[config.mk]
export PLATFORM = sky130hd
export DESIGN_NAME = seg_scan_rx_flat
export DESIGN_NICKNAME = d
export VERILOG_FILES = /design/src/rtl/seg_scan_rx_if.sv /design/src/rtl/seg_scan_rx.sv /design/src/flat_wrapper.sv
export SDC_FILE = /design/constraint.sdc
export NUM_CORES = 1
export LEC_CHECK = 0
export BUFFER_PORTS_ARGS = -buffer_cell sky130_fd_sc_hd__buf_2
export CORE_UTILIZATION = 30
export CTS_CLUSTER_SIZE = 24
export DETAILED_ROUTE_END_ITERATION = 7
export GPL_TIMING_DRIVEN = 0
export PLACE_DENSITY = 0.45
export SYNTH_ARGS = -nofsm -noshare
export SYNTH_HDL_FRONTEND = slang
export SYNTH_SLANG_ARGS = --single-unit
[constraint.sdc]
create_clock -name clk -period 2.2 [get_ports clk]
set_clock_uncertainty 0.1 [all_clocks]
set_input_delay 0.11 -clock clk [delete_from_list [all_inputs] [get_ports clk]]
set_output_delay 0.11 -clock clk [all_outputs]
set_load 0.02 [all_outputs]
[src/rtl/seg_scan_rx_if.sv]
`default_nettype none
// ============================================================================
// Module      : seg_scan_rx_if
// Description : Scanned 7-segment display bus plus the receiver's decoded
//               outputs. The master drives the scan (digit enable, segment
//               lines, error clear). The slave (seg_scan_rx) returns the
//               captured frame.
// Signals     : dig_en[3:0]  one-hot digit enable (other values = blanking)
//               seg[6:0]     segment lines a..g, active high
//               clr_err      clears the sticky bad-pattern flag
//               digits[15:0] captured frame, slot i at [4i+3:4i]
//               frame_vld    one-cycle strobe on frame completion
//               bad_pat      sticky illegal-glyph flag
// Revision    : 1.0 - initial release
// ============================================================================
interface seg_scan_rx_if;
  logic [3:0]  dig_en;
  logic [6:0]  seg;
  logic        clr_err;
  logic [15:0] digits;
  logic        frame_vld;
  logic        bad_pat;

  modport master (
    output dig_en, seg, clr_err,
    input  digits, frame_vld, bad_pat
  );

  modport slave (
    input  dig_en, seg, clr_err,
    output digits, frame_vld, bad_pat
  );
endinterface
`default_nettype wire

[src/rtl/seg_scan_rx.sv]
`default_nettype none
// ============================================================================
// Module      : seg_scan_rx
// Description : Receive side of a multiplexed 7-segment display. It
//               debounces each digit's segment pattern, decodes it back to
//               a hex nibble and assembles a 4-slot frame with a one-cycle
//               valid strobe.
// Ports       : clk    system clock, rising edge
//               rst_n  synchronous active-low reset
//               bus    seg_scan_rx_if.slave (dig_en, seg, clr_err in;
//                      digits, frame_vld, bad_pat out)
// Parameters  : STABLE_CYC  identical samples needed to accept (2..255)
// Revision    : 1.0 - initial release
// ============================================================================
module seg_scan_rx #(
  parameter int unsigned STABLE_CYC = 4
) (
  input  logic         clk,
  input  logic         rst_n,
  seg_scan_rx_if.slave bus
);

  localparam logic [7:0] C_STABLE = 8'(STABLE_CYC);

  // smp_q is the registered sample; prev_q is the sample before it.
  logic [10:0] smp_q,    smp_d;
  logic [10:0] prev_q,   prev_d;
  logic [7:0]  cnt_q,    cnt_d;
  logic [15:0] digits_q, digits_d;
  logic [3:0]  cap_q,    cap_d;
  logic        vld_q,    vld_d;
  logic        bad_q,    bad_d;

  logic        hit;
  logic        slot_ok;
  logic [1:0]  slot;
  logic        legal;
  logic [3:0]  val;
  logic        accept;
  logic [3:0]  cap_nxt;

  // Slot select from the registered digit enable; anything not one-hot
  // is blanking and never accepted.
  always_comb begin
    slot    = 2'd0;
    slot_ok = 1'b0;
    case (smp_q[10:7])
      4'b0001: begin slot = 2'd0; slot_ok = 1'b1; end
      4'b0010: begin slot = 2'd1; slot_ok = 1'b1; end
      4'b0100: begin slot = 2'd2; slot_ok = 1'b1; end
      4'b1000: begin slot = 2'd3; slot_ok = 1'b1; end
      default: begin slot = 2'd0; slot_ok = 1'b0; end
    endcase
  end

  // Glyph decode of the registered segment pattern.
  always_comb begin
    val   = 4'h0;
    legal = 1'b1;
    case (smp_q[6:0])
      7'h3F: val = 4'h0;
      7'h06: val = 4'h1;
      7'h5B: val = 4'h2;
      7'h4F: val = 4'h3;
      7'h66: val = 4'h4;
      7'h6D: val = 4'h5;
      7'h7D: val = 4'h6;
      7'h07: val = 4'h7;
      7'h7F: val = 4'h8;
      7'h6F: val = 4'h9;
      7'h77: val = 4'hA;
      7'h7C: val = 4'hB;
      7'h39: val = 4'hC;
      7'h5E: val = 4'hD;
      7'h79: val = 4'hE;
      7'h71: val = 4'hF;
      default: begin
        val   = 4'h0;
        legal = 1'b0;
      end
    endcase
  end

  always_comb begin
    smp_d    = {bus.dig_en, bus.seg};
    prev_d   = smp_q;
    cnt_d    = cnt_q;
    digits_d = digits_q;
    cap_d    = cap_q;
    vld_d    = 1'b0;
    bad_d    = bad_q;
    cap_nxt  = cap_q;

    // Run-length of the registered sample, saturating at STABLE_CYC.
    if (smp_q == prev_q) begin
      if (cnt_q < C_STABLE) begin
        cnt_d = cnt_q + 8'd1;
      end
    end else begin
      cnt_d = 8'd1;
    end

    // Accept only on the step into saturation so a long dwell counts once.
    hit    = (cnt_d == C_STABLE) && (cnt_q != C_STABLE);
    accept = hit && slot_ok;

    if (accept) begin
      digits_d[{slot, 2'b00} +: 4] = legal ? val : 4'h0;
      cap_nxt = cap_q | (4'b0001 << slot);
      if (cap_nxt == 4'hF) begin
        vld_d = 1'b1;
        cap_d = 4'h0;
      end else begin
        cap_d = cap_nxt;
      end
    end

    // A new bad acceptance beats a simultaneous clear.
    if (accept && !legal) begin
      bad_d = 1'b1;
    end else if (bus.clr_err) begin
      bad_d = 1'b0;
    end
  end

  always_ff @(posedge clk) begin
    if (!rst_n) begin
      smp_q    <= '0;
      prev_q   <= '0;
      cnt_q    <= '0;
      digits_q <= '0;
      cap_q    <= '0;
      vld_q    <= 1'b0;
      bad_q    <= 1'b0;
    end else begin
      smp_q    <= smp_d;
      prev_q   <= prev_d;
      cnt_q    <= cnt_d;
      digits_q <= digits_d;
      cap_q    <= cap_d;
      vld_q    <= vld_d;
      bad_q    <= bad_d;
    end
  end

  assign bus.digits    = digits_q;
  assign bus.frame_vld = vld_q;
  assign bus.bad_pat   = bad_q;

endmodule
`default_nettype wire
[src/flat_wrapper.sv]
// flat-port wrapper written by rule: the top's interface ports become plain ports
module seg_scan_rx_flat 
#(
  parameter int unsigned STABLE_CYC = 4
)
  (clk, rst_n, bus_dig_en, bus_seg, bus_clr_err, bus_digits, bus_frame_vld, bus_bad_pat);
  seg_scan_rx_if bus_i ();
  input  logic clk;
  input  logic rst_n;
  input wire logic [$bits(bus_i.dig_en)-1:0] bus_dig_en;
  input wire logic [$bits(bus_i.seg)-1:0] bus_seg;
  input wire logic [$bits(bus_i.clr_err)-1:0] bus_clr_err;
  output wire logic [$bits(bus_i.digits)-1:0] bus_digits;
  output wire logic [$bits(bus_i.frame_vld)-1:0] bus_frame_vld;
  output wire logic [$bits(bus_i.bad_pat)-1:0] bus_bad_pat;
  assign bus_i.dig_en = bus_dig_en;
  assign bus_i.seg = bus_seg;
  assign bus_i.clr_err = bus_clr_err;
  assign bus_digits = bus_i.digits;
  assign bus_frame_vld = bus_i.frame_vld;
  assign bus_bad_pat = bus_i.bad_pat;
  seg_scan_rx #(.STABLE_CYC(STABLE_CYC)) u_core (.clk(clk), .rst_n(rst_n), .bus(bus_i));
endmodule
==> metrics.csv <==
metric,value,unit
fin_tns_setup,0,ns
min_period,2.152,ns
syn_nets,288,
hold_class,in -> reg,
vias,2027,
synth_edf_count,0,
grt_pass1_wl,9680,um
grt_pass1_vias,2085,
grt_antenna_before_repair,0,
cts_tree,yes,
layout.nets,345,
clkLatencyLatePin,0.31,ns
crit_fanout,5,
start_util,0.3072,
cts_max_level,2,
required,2.35,ns
wl_met1,2637,um
synth_flop_cell,dfxtp_1,
place.gp.congestion,0.7444,
routedWlPerCell,13.15,um
synth.avg_cell_area,9.476,sq um
highest_layer,met4,
first_iter_violations,43,
clk_path_buf_depth,2,
io_pins,32,
hpwlAfterDp,4040,um
final_hold_viol_count,0,
cap_violations,0,
routed-wl-met2,2787,um
cp.arrival,2.30,ns
timing.fmax,464.6,MHz
drtPass1Iterations,4,
post-route-util,0.3858,
syn_area,2511,sq um
pre_cts_ws,-0.2371,ns
grt_usage,0.1416,
routed_wl,5627,um
cts.clk_slew.worst_paths,0.11,ns
maxSlewViolCount,0,
drive_gt1_frac,0.2601,
cts-root-buf,clkbuf_8,
die_height,93.49,um
coreArea,8175,sq um
met3_length,142,um
cts_made_buffers,5,
cts_num_sinks,52,
die_x,93.49,um
ys_ff_latch,52,
syn2layout_area_growth,25.61,%
grt_overflow,0,
setup_viol,0,
power.total,1782,uW
grt_max_degree,19,
power.leakage,0.001312,uW
synth_warnings,0,
tightest_slew,0.5975,ns
fp-row-count,33,
slew_headroom,0.6017,
worstSetupPathType,reg -> reg,
grt_setup_unrepaired,true,
irDropWorstVdd,0.2923,mV
worst_slack,0.04759,ns
synth_async_sr_flop_share,0,
synthCells,265,
synthDistinctLibCells,48,
die_area,8740,sq um
viasPerCell,4.736,
insertedDiodeCount,0,
end_kind,register,
outcome,"complete, no violations",
synth-seq-area-share,0.4145,
portBuffers,30,
critPathLaunchType,register,
finalCritPeriodShare,0.9784,
drc_errors,0,
power_density,565.1,nW/um^2
drtAntennaViolNets,0,
## path summary, 6_finish.rpt
kind | depth (start not counted) | to | slack, ns | from
max | 8 | u_core.bus.bad_pat | 0.05 | u_core.cnt_q[0]
min | 2 | u_core.cnt_q[7] | 0.26 | rst_n
max reg2reg | 8 | u_core.bus.bad_pat | 0.05 | u_core.cnt_q[0]
min reg2reg | 2 | u_core.cap_q[0] | 0.35 | u_core.cap_q[0]
## layout make-up
class / count / area, sq um
clock buffer: 5 / 68.82
inverter: 6 / 26.28
timing repair buffer: 50 / 327.8
tap: 105 / 131.4
multi-input combinational: 190 / 1434
fill: 867 / 5021
sequential: 52 / 1047
clock inverter: 3 / 27.53
buffer: 17 / 91.34
## stage by stage
stage	hold WS (ns)	instances	area, sq um
floorplan	0.1373	265	2516
global placement	0.2158	400	2798
detailed placement	0.2205	400	2798
CTS	0.2351	425	3097
global route	0.2860	428	3154
finish	0.2632	428	3154
## worst max-delay path, cell delays in order, from the launching register on
cell	delay (ns)
dfxtp_4	0.37
inv_2	0.04
ha_4	0.14
or4b_4	0.52
a211oi_4	0.24
o31a_1	0.22
buf_6	0.17
nand4b_1	0.14
a21oi_1	0.16
## routing by layer
metal,global-route usage,vias up
met5,0,-
met4,0.03846,0
met3,0.02520,5
met2,0.2574,29
met1,0.1697,963
li1,-,1030
## cells in the mapped netlist, types with 3 or more instances
library cell	instances	area [sq um]
dfxtp_1	52	1041
nand2_1	32	120.1
and2_1	23	143.9
mux2i_1	17	170.2
xnor2_1	15	131.4
clkbuf_1	10	37.54
nor2_1	10	37.54
ha_1	9	112.6
a21oi_1	6	30.03
and3_1	6	37.54
inv_1	6	22.52
nor3_1	5	25.02
buf_2	4	20.02
nand2b_1	4	25.02
nand3_1	4	20.02
nand3_4	4	70.07
nand4_1	4	25.02
nor4_1	4	25.02
o21ai_0	4	20.02
a211o_1	3	26.28
a31oi_1	3	18.77
nor2b_1	3	18.77
o22ai_1	3	18.77
## placed cells by master, fill, tap and decap left out, types with 4 or more instances in the layout
cell type | netlist | layout
nand2_1 | 32 | 32
xnor2_1 | 15 | 15
a21oi_1 | 6 | 6
and2_1 | 23 | 23
o21ai_0 | 4 | 4
ha_1 | 9 | 7
nand4_1 | 4 | 4
nor4_1 | 4 | 4
clkbuf_1 | 10 | 7
buf_2 | 4 | 35
clkbuf_8 | 0 | 5
nand3_1 | 4 | 4
nand3_4 | 4 | 4
mux2i_1 | 17 | 17
and3_1 | 6 | 6
dfxtp_1 | 52 | 49
dlygate4sd3_1 | 0 | 12
nor2_1 | 10 | 7
buf_4 | 1 | 8
## report_power, final
group	switching, uW	internal [uW]	total, uW
clock network	348	234	582
logic	118	103	221
registers	18.7	961	979
## cells by family (layout without fill, tap and decap cells)
family	after synthesis	after routing	synth area share
muxes	17	17	0.06776
DFF	52	52	0.4145
AOI/OAI and AO/OA	32	32	0.08820
buffers and inverters	23	81	0.04385
xor gates and xnor gates	15	15	0.05232
adders and majority gates	9	9	0.04484
and+or+nand+nor	117	117	0.2885
## registers in the layout, indices dropped and copies added (netlist names)
name and cells:
u_core.prev_d 11, u_core.prev_q 11, u_core.bus.digits 16, u_core.cnt_q 8, u_core.cap_q 4, u_core.bus.frame_vld 1
u_core.bus.bad_pat 1
## timing repair
action,4_1_cts,5_1_grt
endpoints found under the hold margin,12,0
hold buffers,12,0
gates cloned,1,0
endpoints found under the setup margin,21,22
resized for setup,15,13
setup buffers,4,3
pin swaps,10,5
Note: power is estimated with default switching activity, not from simulation.
